==> src/rtl/multicycle_controller_if.sv <==
// rtl/multicycle_controller_if.sv - instruction/memory handshake and datapath control bundle
interface multicycle_controller_if;
  logic [6:0] op;
  logic [2:0] funct3;
  logic       funct7;
  logic       Zero;
  logic       mem_ready;
  logic       mem_req;
  logic       PCWrite;
  logic       AdrSrc;
  logic       IRWrite;
  logic       MemWrite;
  logic       RegWrite;
  logic [1:0] ResultSrc;
  logic [1:0] ALUSrcA;
  logic [1:0] ALUSrcB;
  logic [1:0] ImmSrc;
  logic [2:0] ALUControl;
  logic       illegal;
  logic [3:0] state;

  modport master (
    input  op, funct3, funct7, Zero, mem_ready,
    output mem_req, PCWrite, AdrSrc, IRWrite, MemWrite, RegWrite,
           ResultSrc, ALUSrcA, ALUSrcB, ImmSrc, ALUControl, illegal, state
  );

  modport slave (
    output op, funct3, funct7, Zero, mem_ready,
    input  mem_req, PCWrite, AdrSrc, IRWrite, MemWrite, RegWrite,
           ResultSrc, ALUSrcA, ALUSrcB, ImmSrc, ALUControl, illegal, state
  );
endinterface

==> src/rtl/multicycle_controller.sv <==
// rtl/multicycle_controller.sv - multicycle RISC-V control FSM with memory wait handshake
module multicycle_controller (
  input  logic                   clk,
  input  logic                   rst_n,
  multicycle_controller_if.master bus
);

  typedef enum logic [3:0] {
    FETCH    = 4'd0,
    DECODE   = 4'd1,
    MEMADR   = 4'd2,
    MEMREAD  = 4'd3,
    MEMWB    = 4'd4,
    MEMWRITE = 4'd5,
    EXECUTER = 4'd6,
    EXECUTEI = 4'd7,
    ALUWB    = 4'd8,
    BEQ      = 4'd9,
    JAL      = 4'd10
  } state_e;

  localparam logic [6:0] OP_LW   = 7'b0000011;
  localparam logic [6:0] OP_SW   = 7'b0100011;
  localparam logic [6:0] OP_R    = 7'b0110011;
  localparam logic [6:0] OP_I    = 7'b0010011;
  localparam logic [6:0] OP_BEQ  = 7'b1100011;
  localparam logic [6:0] OP_JAL  = 7'b1101111;

  // Held as a raw 4-bit vector so the unused encodings 11-15 stay observable.
  logic [3:0] state_q;

  logic       op_legal;
  logic       mem_req;
  logic       adr_src;
  logic       ir_write;
  logic       pc_write;
  logic       mem_write;
  logic       reg_write;
  logic       illegal;
  logic [1:0] result_src;
  logic [1:0] alu_src_a;
  logic [1:0] alu_src_b;
  logic [1:0] alu_op;
  logic [1:0] imm_src;
  logic [2:0] alu_control;

  always_comb begin
    op_legal = 1'b0;
    case (bus.op)
      OP_LW, OP_SW, OP_R, OP_I, OP_BEQ, OP_JAL: op_legal = 1'b1;
      default:                                  op_legal = 1'b0;
    endcase
  end

  always_ff @(posedge clk or negedge rst_n) begin
    if (!rst_n) begin
      state_q <= FETCH;
    end else begin
      case (state_q)
        FETCH:    state_q <= bus.mem_ready ? DECODE : FETCH;
        DECODE: begin
          case (bus.op)
            OP_LW, OP_SW: state_q <= MEMADR;
            OP_R:         state_q <= EXECUTER;
            OP_I:         state_q <= EXECUTEI;
            OP_BEQ:       state_q <= BEQ;
            OP_JAL:       state_q <= JAL;
            default:      state_q <= FETCH;
          endcase
        end
        MEMADR:   state_q <= bus.op[5] ? MEMWRITE : MEMREAD;
        MEMREAD:  state_q <= bus.mem_ready ? MEMWB : MEMREAD;
        MEMWRITE: state_q <= bus.mem_ready ? FETCH : MEMWRITE;
        MEMWB:    state_q <= FETCH;
        EXECUTER: state_q <= ALUWB;
        EXECUTEI: state_q <= ALUWB;
        ALUWB:    state_q <= FETCH;
        BEQ:      state_q <= FETCH;
        JAL:      state_q <= ALUWB;
        default:  state_q <= FETCH;
      endcase
    end
  end

  // Strobes qualified by mem_ready/Zero must follow the current cycle, so outputs decode from state_q.
  always_comb begin
    mem_req    = 1'b0;
    adr_src    = 1'b0;
    ir_write   = 1'b0;
    pc_write   = 1'b0;
    mem_write  = 1'b0;
    reg_write  = 1'b0;
    illegal    = 1'b0;
    result_src = 2'b00;
    alu_src_a  = 2'b00;
    alu_src_b  = 2'b00;
    alu_op     = 2'b00;
    case (state_q)
      FETCH: begin
        mem_req    = 1'b1;
        alu_src_b  = 2'b10;
        result_src = 2'b10;
        ir_write   = bus.mem_ready;
        pc_write   = bus.mem_ready;
      end
      DECODE: begin
        alu_src_a = 2'b01;
        alu_src_b = 2'b01;
        illegal   = ~op_legal;
      end
      MEMADR: begin
        alu_src_a = 2'b10;
        alu_src_b = 2'b01;
      end
      MEMREAD: begin
        mem_req = 1'b1;
        adr_src = 1'b1;
      end
      MEMWRITE: begin
        mem_req   = 1'b1;
        adr_src   = 1'b1;
        mem_write = bus.mem_ready;
      end
      MEMWB: begin
        result_src = 2'b01;
        reg_write  = 1'b1;
      end
      EXECUTER: begin
        alu_src_a = 2'b10;
        alu_op    = 2'b10;
      end
      EXECUTEI: begin
        alu_src_a = 2'b10;
        alu_src_b = 2'b01;
        alu_op    = 2'b10;
      end
      ALUWB: reg_write = 1'b1;
      BEQ: begin
        alu_src_a = 2'b10;
        alu_op    = 2'b01;
        pc_write  = bus.Zero;
      end
      JAL: begin
        alu_src_a = 2'b01;
        alu_src_b = 2'b10;
        pc_write  = 1'b1;
      end
      default: ;
    endcase
  end

  always_comb begin
    imm_src = 2'b00;
    case (bus.op)
      OP_SW:   imm_src = 2'b01;
      OP_BEQ:  imm_src = 2'b10;
      OP_JAL:  imm_src = 2'b11;
      default: imm_src = 2'b00;
    endcase
  end

  always_comb begin
    alu_control = 3'b000;
    case (alu_op)
      2'b01: alu_control = 3'b001;
      2'b10: begin
        case (bus.funct3)
          3'b000:  alu_control = (bus.op[5] & bus.funct7) ? 3'b001 : 3'b000;
          3'b010:  alu_control = 3'b101;
          3'b110:  alu_control = 3'b011;
          3'b111:  alu_control = 3'b010;
          default: alu_control = 3'b000;
        endcase
      end
      default: alu_control = 3'b000;
    endcase
  end

  // Enables are forced low while reset is held, even though FETCH would otherwise strobe them.
  assign bus.mem_req    = mem_req;
  assign bus.AdrSrc     = adr_src;
  assign bus.IRWrite    = ir_write & rst_n;
  assign bus.PCWrite    = pc_write & rst_n;
  assign bus.MemWrite   = mem_write & rst_n;
  assign bus.RegWrite   = reg_write & rst_n;
  assign bus.illegal    = illegal & rst_n;
  assign bus.ResultSrc  = result_src;
  assign bus.ALUSrcA    = alu_src_a;
  assign bus.ALUSrcB    = alu_src_b;
  assign bus.ImmSrc     = imm_src;
  assign bus.ALUControl = alu_control;
  assign bus.state      = state_q;

endmodule

==> src/flat_wrapper.sv <==
// flat-port wrapper written by rule: the top's interface ports become plain ports
module multicycle_controller_flat 
  (clk, rst_n, bus_op, bus_funct3, bus_funct7, bus_Zero, bus_mem_ready, bus_mem_req, bus_PCWrite, bus_AdrSrc, bus_IRWrite, bus_MemWrite, bus_RegWrite, bus_ResultSrc, bus_ALUSrcA, bus_ALUSrcB, bus_ImmSrc, bus_ALUControl, bus_illegal, bus_state);
  multicycle_controller_if bus_i ();
  input  logic clk;
  input  logic rst_n;
  input wire logic [$bits(bus_i.op)-1:0] bus_op;
  input wire logic [$bits(bus_i.funct3)-1:0] bus_funct3;
  input wire logic [$bits(bus_i.funct7)-1:0] bus_funct7;
  input wire logic [$bits(bus_i.Zero)-1:0] bus_Zero;
  input wire logic [$bits(bus_i.mem_ready)-1:0] bus_mem_ready;
  output wire logic [$bits(bus_i.mem_req)-1:0] bus_mem_req;
  output wire logic [$bits(bus_i.PCWrite)-1:0] bus_PCWrite;
  output wire logic [$bits(bus_i.AdrSrc)-1:0] bus_AdrSrc;
  output wire logic [$bits(bus_i.IRWrite)-1:0] bus_IRWrite;
  output wire logic [$bits(bus_i.MemWrite)-1:0] bus_MemWrite;
  output wire logic [$bits(bus_i.RegWrite)-1:0] bus_RegWrite;
  output wire logic [$bits(bus_i.ResultSrc)-1:0] bus_ResultSrc;
  output wire logic [$bits(bus_i.ALUSrcA)-1:0] bus_ALUSrcA;
  output wire logic [$bits(bus_i.ALUSrcB)-1:0] bus_ALUSrcB;
  output wire logic [$bits(bus_i.ImmSrc)-1:0] bus_ImmSrc;
  output wire logic [$bits(bus_i.ALUControl)-1:0] bus_ALUControl;
  output wire logic [$bits(bus_i.illegal)-1:0] bus_illegal;
  output wire logic [$bits(bus_i.state)-1:0] bus_state;
  assign bus_i.op = bus_op;
  assign bus_i.funct3 = bus_funct3;
  assign bus_i.funct7 = bus_funct7;
  assign bus_i.Zero = bus_Zero;
  assign bus_i.mem_ready = bus_mem_ready;
  assign bus_mem_req = bus_i.mem_req;
  assign bus_PCWrite = bus_i.PCWrite;
  assign bus_AdrSrc = bus_i.AdrSrc;
  assign bus_IRWrite = bus_i.IRWrite;
  assign bus_MemWrite = bus_i.MemWrite;
  assign bus_RegWrite = bus_i.RegWrite;
  assign bus_ResultSrc = bus_i.ResultSrc;
  assign bus_ALUSrcA = bus_i.ALUSrcA;
  assign bus_ALUSrcB = bus_i.ALUSrcB;
  assign bus_ImmSrc = bus_i.ImmSrc;
  assign bus_ALUControl = bus_i.ALUControl;
  assign bus_illegal = bus_i.illegal;
  assign bus_state = bus_i.state;
  multicycle_controller u_core (.clk(clk), .rst_n(rst_n), .bus(bus_i));
endmodule
==> config.mk <==
export PLATFORM = sky130hd
export DESIGN_NAME = multicycle_controller_flat
export DESIGN_NICKNAME = d
export VERILOG_FILES = /design/src/rtl/multicycle_controller_if.sv /design/src/rtl/multicycle_controller.sv /design/src/flat_wrapper.sv
export SDC_FILE = /design/constraint.sdc
export NUM_CORES = 1
export LEC_CHECK = 0
export BUFFER_PORTS_ARGS = -buffer_cell sky130_fd_sc_hd__buf_4
export CAP_MARGIN = 25
export CORE_MARGIN = 10
export CORE_UTILIZATION = 44
export CTS_CLUSTER_DIAMETER = 200
export DETAILED_ROUTE_END_ITERATION = 6
export GPL_ROUTABILITY_DRIVEN = 0
export PLACE_DENSITY_LB_ADDON = 0.05
export SETUP_SLACK_MARGIN = 0.4
export SYNTH_ARGS = -nofsm -noshare
export SYNTH_HDL_FRONTEND = slang
export SYNTH_SLANG_ARGS = --single-unit
==> constraint.sdc <==
create_clock -name clk -period 2.5 [get_ports clk]
set_clock_uncertainty 0.15 [all_clocks]
set_input_delay 0.125 -clock clk [delete_from_list [all_inputs] [get_ports clk]]
set_output_delay 0.125 -clock clk [all_outputs]
set_load 0.005 [all_outputs]
# ---- Word level (Yosys, flattened, before mapping)
# Index checks and enable logic that the tools add are counted.
dict set report op_classes {
  n_bitwise 7
  mux 22
  n_eq_ne 21
  reduce_logical 13
}
# cell count
set ops {}
lappend ops {{4-bit one-hot mux with 6 select lines} 1}
lappend ops {{4-bit one-hot mux with 5 select lines} 1}
lappend ops {{4-bit by 3-bit equality test with 1-bit output, second input constant} 4}
lappend ops {{2-bit one-hot mux with 2 select lines} 4}
lappend ops {{7-bit by 6-bit equality test with 1-bit output, second input constant} 2}
lappend ops {{7-bit equality test, second input constant} 2}
lappend ops {{4-bit equality test, second input constant} 3}
lappend ops {{3-bit one-hot mux with 4 select lines} 1}
lappend ops {{2-bit OR reduction} 6}
lappend ops {{1-bit two-way mux} 9}
lappend ops {{3-bit two-way mux} 3}
lappend ops {{3-bit OR reduction} 3}
lappend ops {{4-bit by 2-bit equality test with 1-bit output, second input constant} 2}
lappend ops {{7-bit by 2-bit equality test with 1-bit output, second input constant} 1}
lappend ops {{7-bit by 5-bit equality test with 1-bit output, second input constant} 1}
lappend ops {{1-bit bitwise AND} 6}
lappend ops {{3-bit equality test, second input constant} 2}
lappend ops {{2-bit one-hot mux with 3 select lines} 1}
lappend ops {{3-bit one-hot mux with 2 select lines} 1}
lappend ops {{6-bit OR reduction} 1}
lappend ops {{4-bit by 1-bit equality test with 1-bit output, second input constant} 1}
lappend ops {{4-bit logical NOT} 1}
lappend ops {{4-bit OR reduction} 1}
lappend ops {{3-bit by 2-bit equality test with 1-bit output, second input constant} 1}
lappend ops {{other kinds (5)} 5}
dict set report totals {
  regBits 4
  word_cells 64
  in_bits 15
  out_inout_bits 22
}

# ---- Depth between registers and ports, before layout
# Gate-level depths: netlist (run 1).
dict set report logic_depth {
  depth_word 6
  mapped_depth 7
}

# ---- Worst setup path after synthesis (run 1)
# OpenSTA, ideal clock, no wires.
dict set report synth_path {
  kind {register to output}
  start {register u_core.state_q[1], in the netlist u_core.bus.state[1]}
  end {output port bus_ALUControl[2]}
  path_slack_ps 756
  path_buffers 1
  arrival_ps 1469
  path_stages_with_launch 7
  cell_sequence {dfrtp_1 -> buf_2 -> nand2b_1 -> nor2_1 -> inv_1 -> ha_1 -> nor4_1}
}
dict set report synth_via {
  elab_chain_len 5
}
# item line_no
set synth_rtl {}
lappend synth_rtl {{from (decl)} multicycle_controller.sv:30} ;# logic [3:0] state_q;
lappend synth_rtl {{from (signal assigned)} multicycle_controller.sv:60} ;# FETCH: state_q <= bus.mem_ready ? DECODE : FETCH;
lappend synth_rtl {{from (signal assigned)} multicycle_controller.sv:71} ;# MEMADR: state_q <= bus.op[5] ? MEMWRITE : MEMREAD;
lappend synth_rtl {{from (signal assigned)} multicycle_controller.sv:72} ;# MEMREAD: state_q <= bus.mem_ready ? MEMWB : MEMREAD;
lappend synth_rtl {{4-bit by 3-bit equality test with 1-bit output} multicycle_controller.sv:98} ;# case (state_q)
lappend synth_rtl {{2-bit OR reduction (no line)} --}
lappend synth_rtl {{2-bit one-hot mux with 2 select lines (*)} multicycle_controller.sv:98}
lappend synth_rtl {{2-bit equality test or 2-bit by 1-bit equality test with 1-bit output (tied branches)} multicycle_controller.sv:164} ;# case (alu_op)
lappend synth_rtl {{3-bit one-hot mux with 2 select lines (*)} multicycle_controller.sv:164}
lappend synth_rtl {{to (decl)} flat_wrapper.sv:22} ;# output wire logic [$bits(bus_i.ALUControl)-1:0] bus_ALUControl;
# Mark *: on every way between the ends. The rest lies on a longest branch, timed or not.

# ---- Worst setup path in the final report (run 1)
# Same ends and word-level chain as after synthesis.

==> results of run 1 <==
[synth_stat cells (2+ instances only)]
cell      count  share of area (%)
dfrtp_1       4                 17
nand2b_1      4                4.2
xnor2_1       2                2.9
nand2_1      10                6.3
a31oi_1       2                2.1
buf_2         3                2.5
a21oi_1       2                1.7
o21ai_1       3                2.5
a31o_1        2                2.9
nor4_1        2                2.1
nor3_1        6                5.0
ha_1          2                4.2
nor2_1        8                5.0
inv_1         6                3.8
o21ai_0       4                3.4
nand3_1       4                3.4
and3_1        5                5.3
[power breakdown]
| group | switching (uW) | leakage, uW | internal (uW) | total [uW] |
|---|---|---|---|---|
| Combinational | 77.0 | 0.000390 | 82.6 | 160 |
| Sequential | 3.58 | 0.0000525 | 69.0 | 72.6 |
| Clock | 22.1 | 0.0000138 | 53.4 | 75.5 |
[final cells by class]
cell class / instances / area, um2
inverter: 7 / 26.3
multi-input combinational: 73 / 472
timing repair buffer: 41 / 310
sequential: 4 / 101
tap: 15 / 18.8
clock buffer: 3 / 22.5
fill: 114 / 334
[critical path: stages (launching register included)]
cell	delay, ns
dfrtp_2	0.46
nor2b_2	0.17
nand3_1	0.13
inv_1	0.08
ha_1	0.25
nor4_2	0.23
buf_4	0.15
[cell usage in the layout, fill, tap and decap left out, types with 2 or more instances in the layout]
cell type,count
nand2b_1,3
a31oi_1,2
nand3_1,4
ha_1,2
a31o_1,2
dfrtp_1,3
clkbuf_4,3
a21oi_1,2
nor4_2,2
xnor2_1,2
nor2_1,7
buf_4,40
and3_1,5
nand2b_4,2
nor3_1,6
o21ai_1,3
nand2_1,10
inv_1,6
o21ai_0,4
[kinds of logic after synthesis]
logic type / count (synthesis) / share of synthesized area, %
buffers and inverters: 11 / 8.19
adders and majority gates: 2 / 4.20
muxes: 1 / 1.68
and+or+nand+nor: 48 / 44.3
AOI/OAI and AO/OA: 19 / 20.4
DFF: 4 / 16.8
xor gates and xnor gates: 3 / 4.41
[metal layers]
metal / GRT usage (%) / vias to the layer above
li1: - / 393
met1: 13.1 / 360
met3: 2.25 / 0
met2: 20.8 / 18
met5: 0 / -
met4: 2.35 / 0
[final timing paths]
kind                                startpoint                  end  cells past startpoint
max                        u_core.bus.state[1]    bus_ALUControl[2]                      6
min                                  bus_op[4]  u_core.bus.state[2]                      2
max reg2reg                u_core.bus.state[1]  u_core.bus.state[2]                      5
min reg2reg                u_core.bus.state[1]  u_core.bus.state[3]                      1
max in group asynchronous                rst_n  u_core.bus.state[1]                      2
min in group asynchronous                rst_n  u_core.bus.state[3]                      2
[through the flow]
stage                     hold WS (ns)  setup slack, ns
after floorplan                 -0.321            0.756
after global placement          -0.208            0.708
after detailed placement        -0.208            0.675
after CTS                       0.0324            0.428
after global routing            0.0346            0.379
final                           0.0307            0.508
[timing repair]
item	CTS	global route
endpoints found under the hold margin	4	0
gates resized for setup	0	7
hold buffers	1	0
endpoints found under the setup margin	0	2
==> results.yml, run 1 <==
yosys:
  synth.distinct_cells: 36
  synth-edff-count: 0
  synth.avg_cell_area_um2: 6.77
  seq_area_frac_synth_pct: 16.8
  ys.flop_type: "dfrtp_1"
  syn_area_um2: 596
  syn_inst: 88
  ys_ff_latch: 4
  synthArstFlopShare_pct: 100
  yosysWarnings: 0
  synth_fp_nets: 105
die:
  pin_count: 37
  rows: 13
  die_w_um: 56.8
  initial_core_util_pct: 46.3
  core_um2: 1280
  die_area_um2: 3230
  die_h_um: 56.8
grt:
  grt_pass1_vias: 743
  grt_use_total_pct: 11.4
  antenna_found_initial: 0
  grt_max_degree: 15
  gr-total-overflow: 0
  grt_pass1_wl_mm: 3.21
route:
  top_layer_used: "met3"
  drcViolationCount: 0
  first_pass_iters: 4
  routed_via_density: 5.39
  wl_met3_um: 108
  met1_length_um: 855
  vias: 771
  post_drt_wl_per_cell_um: 14.4
  drt_iter0_markers: 15
  routed_wl_mm: 2.06
  routed-wl-met2_mm: 1.09
  ant_nets: 0
timing:
  rsz0062_at_grt: "yes"
  clock.fmax_mhz: 502
  final-setup-viol-count: 0
  fin_crit_sh_pct: 79.7
  hold_violations: 0
  slew_headroom_pct: 66.8
  timing.final.crit_period_ns: 1.99
  worst_pin_slew_ns: 0.493
  setup-tns-final_ns: 0
  final_max_slew_viol_count: 0
pwr:
  p_leak_uw: 0.000456
  power.density_nw_per_um2: 324
  vdd_drop_max_uv: 361
  power_uw: 308
cts:
  h-tree-depth: 1
  cts_tree: "built"
  numCtsBuffers: 3
  insertion_delay_ns: 0.23
  cts_sinks: 4
  cts_max_path_buffers: 2
  clock-root-buffer: "clkbuf_4"
  post_cts_buffers: 0
  path_clk_slew_ns: 0.04
layout:
  final_cells: 143
  area_growth_pct: 59.7
  largest_reg_flops: 4
  fin_area_um2: 951
  drive_above_1_share_pct: 40.6
  diodes: 0
  utilization_pct: 74.0
  nets: 147
worst_setup_path:
  path_max_fanout: 8
  crit_required_ns: 2.23
  crit_path_start_kind: "flip-flop"
  crit_arrival_ns: 1.72
  reg2reg_slack_ns: 0.81
  critical_path_class: "flip-flop to primary output"
  cp-end-kind: "primary output"
flow_run:
  maxCapViolations: 0
status:
  status: "finished clean"
place:
  dpl.cell_count: 139
  dp.final_hpwl_mm: 1.65
  placed_area_um2: 892
  port_buffers: 36
min_path:
  hold_path.class: "input pin to flip-flop"
(Power assumes the default switching activity.)
==> run 2: changes to the inputs <==
--- a/config.mk
+++ b/config.mk
@@ -8,7 +8,7 @@
 export BUFFER_PORTS_ARGS = -buffer_cell sky130_fd_sc_hd__buf_4
 export CAP_MARGIN = 25
 export CORE_MARGIN = 10
-export CORE_UTILIZATION = 44
+export CORE_UTILIZATION = 37
 export CTS_CLUSTER_DIAMETER = 200
 export DETAILED_ROUTE_END_ITERATION = 6
 export GPL_ROUTABILITY_DRIVEN = 0
==> constraint.sdc (replaced) <==
create_clock -name clk -period 1.7 [get_ports clk]
set_clock_uncertainty 0.15 [all_clocks]
set_input_delay 0.085 -clock clk [delete_from_list [all_inputs] [get_ports clk]]
set_output_delay 0.085 -clock clk [all_outputs]
set_load 0.005 [all_outputs]
==> run 2 against run 1 <==
Compared with the run above: the flow now finishes with violations (negative setup slack); combinational power up 99%; die area rose by 12%; wire length up 42%; worst hold slack worse by 0.0060 ns; core utilization is 13 points higher; clock power grew 100%; count of clock-buffer cells in the layout grew 1; power grew 88%; first-iteration DRC count grew 130%; global-route usage grew 2.6 points; largest cell class unchanged; largest power group unchanged.
==> results.yml, run 2 (same netlist as run 1, synthesis figures left out) <==
status:
  status: "complete, but fails checks"
  violations: "negative setup slack"
grt:
  grt_use_total_pct: 14.0
  top_usage_layer: "met2"
  grt_max_degree: 15
  antenna_found_initial: 0
  gr-total-overflow: 0
  grtUsageMet1_pct: 15.0
  grt_pass1_wl_mm: 4.02
  grt_use_met3_pct: 5.08
  grtUsageMet2_pct: 24.1
  grt_pass1_vias: 896
route:
  routed_via_density: 5.78
  first_pass_iters: 4
  routed_wl_mm: 2.91
  post_drt_wl_per_cell_um: 18.5
  drcViolationCount: 0
  vias: 907
  drt_iter0_markers: 35
  ant_nets: 0
pwr:
  power.density_nw_per_um2: 440
  p_leak_uw: 0.000579
  power_uw: 579
  vdd_drop_max_uv: 297
layout:
  multi_input_area_um2: 663
  final_common_cell: "buf_4"
  largest_reg_flops: 4
  area_growth_pct: 121
  nets: 159
  diodes: 0
  utilization_pct: 87.3
  seqCellArea_um2: 104
  fin_area_um2: 1320
  nFillCells: 81
  drive_above_1_share_pct: 64.5
  final_cell_mix: "buf_4 (39), buf_6 (8), nand2_1 (7)"
flow_run:
  maxCapViolations: 0
timing:
  rsz0062_at_grt: "yes"
  clock.fmax_mhz: 543
  timing.final.crit_period_ns: 1.84
  finalWorstSetupSlack_ns: -0.143
  fin_crit_sh_pct: 108
  final_max_slew_viol_count: 0
  slew_headroom_pct: 78.2
  final-setup-viol-count: 10
  hold_violations: 0
  worst_pin_slew_ns: 0.325
die:
  rows: 14
  die_area_um2: 3610
  initial_core_util_pct: 39.5
  die_w_um: 60.1
  pin_count: 37
  die_h_um: 60.1
  core_um2: 1510
worst_setup_path:
  crit_arrival_ns: 1.61
  crit_path_start_kind: "flip-flop"
  crit_required_ns: 1.46
  cp-end-kind: "primary output"
  critical_path_class: "flip-flop to primary output"
  path_max_fanout: 7
cts:
  insertion_delay_ns: 0.27
  path_clk_slew_ns: 0.05
  numCtsBuffers: 3
  cts_max_path_buffers: 2
  cts_sinks: 4
  cts_tree: "built"
  h-tree-depth: 1
  clock-root-buffer: "clkbuf_4"
place:
  placed_area_um2: 981
  dp.final_hpwl_mm: 1.75
  port_buffers: 36
min_path:
  hold_path.class: "input pin to flip-flop"
==> run 2: final timing paths <==
check | startpoint | endpoint | slack, ns | depth (start not counted)
setup / recovery | u_core.bus.state[1] | bus_PCWrite | -0.14 | 7
hold / removal | bus_op[3] | u_core.bus.state[0] | 0.02 | 4
setup reg to reg | u_core.bus.state[1] | u_core.bus.state[2] | 0.09 | 5
hold reg to reg | u_core.bus.state[3] | u_core.bus.state[1] | 0.52 | 2
max in group asynchronous | rst_n | u_core.bus.state[1] | 1.10 | 2
min in group asynchronous | rst_n | u_core.bus.state[3] | 0.10 | 2
==> run 2: power breakdown <==
part	total, uW	internal (uW)	switching, uW
Combinational	318	165	153
Clock	153	89.6	63.6
Sequential	108	102	5.79
==> run 2: cell type report <==
| cell class | count | area share [%] |
|---|---|---|
| well taps | 16 | 1.52 |
| inverters | 7 | 2.19 |
| repair buffers | 53 | 36.0 |
| flip-flops and latches | 4 | 7.90 |
| multi-input cells | 73 | 50.4 |
| clock buffers | 4 | 2.00 |
==> run 2: worst max-delay path, cell delays in order (launching register included) <==
cell	delay, ns
dfrtp_2	0.44
buf_6	0.14
buf_12	0.14
nand2_4	0.06
a21boi_2	0.16
o21ai_1	0.10
and3_1	0.18
buf_4	0.13
==> run 2: repair_timing <==
| action | 4_1_cts | 5_1_grt |
|---|---|---|
| pin swaps | 13 | 8 |
| gates resized for setup | 23 | 21 |
| endpoints found under the hold margin | 5 | 0 |
| endpoints found under the setup margin | 20 | 22 |
| cloned | 0 | 0 |
| setup buffers | 5 | 3 |
| hold buffers | 2 | 0 |
==> run 2: layer usage <==
layer | vias up | part of all wire, % | routed length, um
met4 | 0 | 5.0 | 145
met2 | 46 | 49 | 1420
met5 | - | 0 | 0
met1 | 427 | 39 | 1130
li1 | 422 | - | -
met3 | 12 | 7.6 | 220
==> run 2: stage by stage <==
step / setup slack [ns] / setup TNS (ns) / hold slack (ns) / cells
after floorplan: 0.200 / 0 / -0.361 / 88
after global routing: -0.222 / -1.63 / 0.0255 / 157
after CTS: -0.111 / -0.477 / 0.0138 / 154
after detailed placement: 0.0619 / 0 / -0.246 / 143
after global placement: 0.0979 / 0 / -0.245 / 143
final: -0.143 / -0.970 / 0.0247 / 157
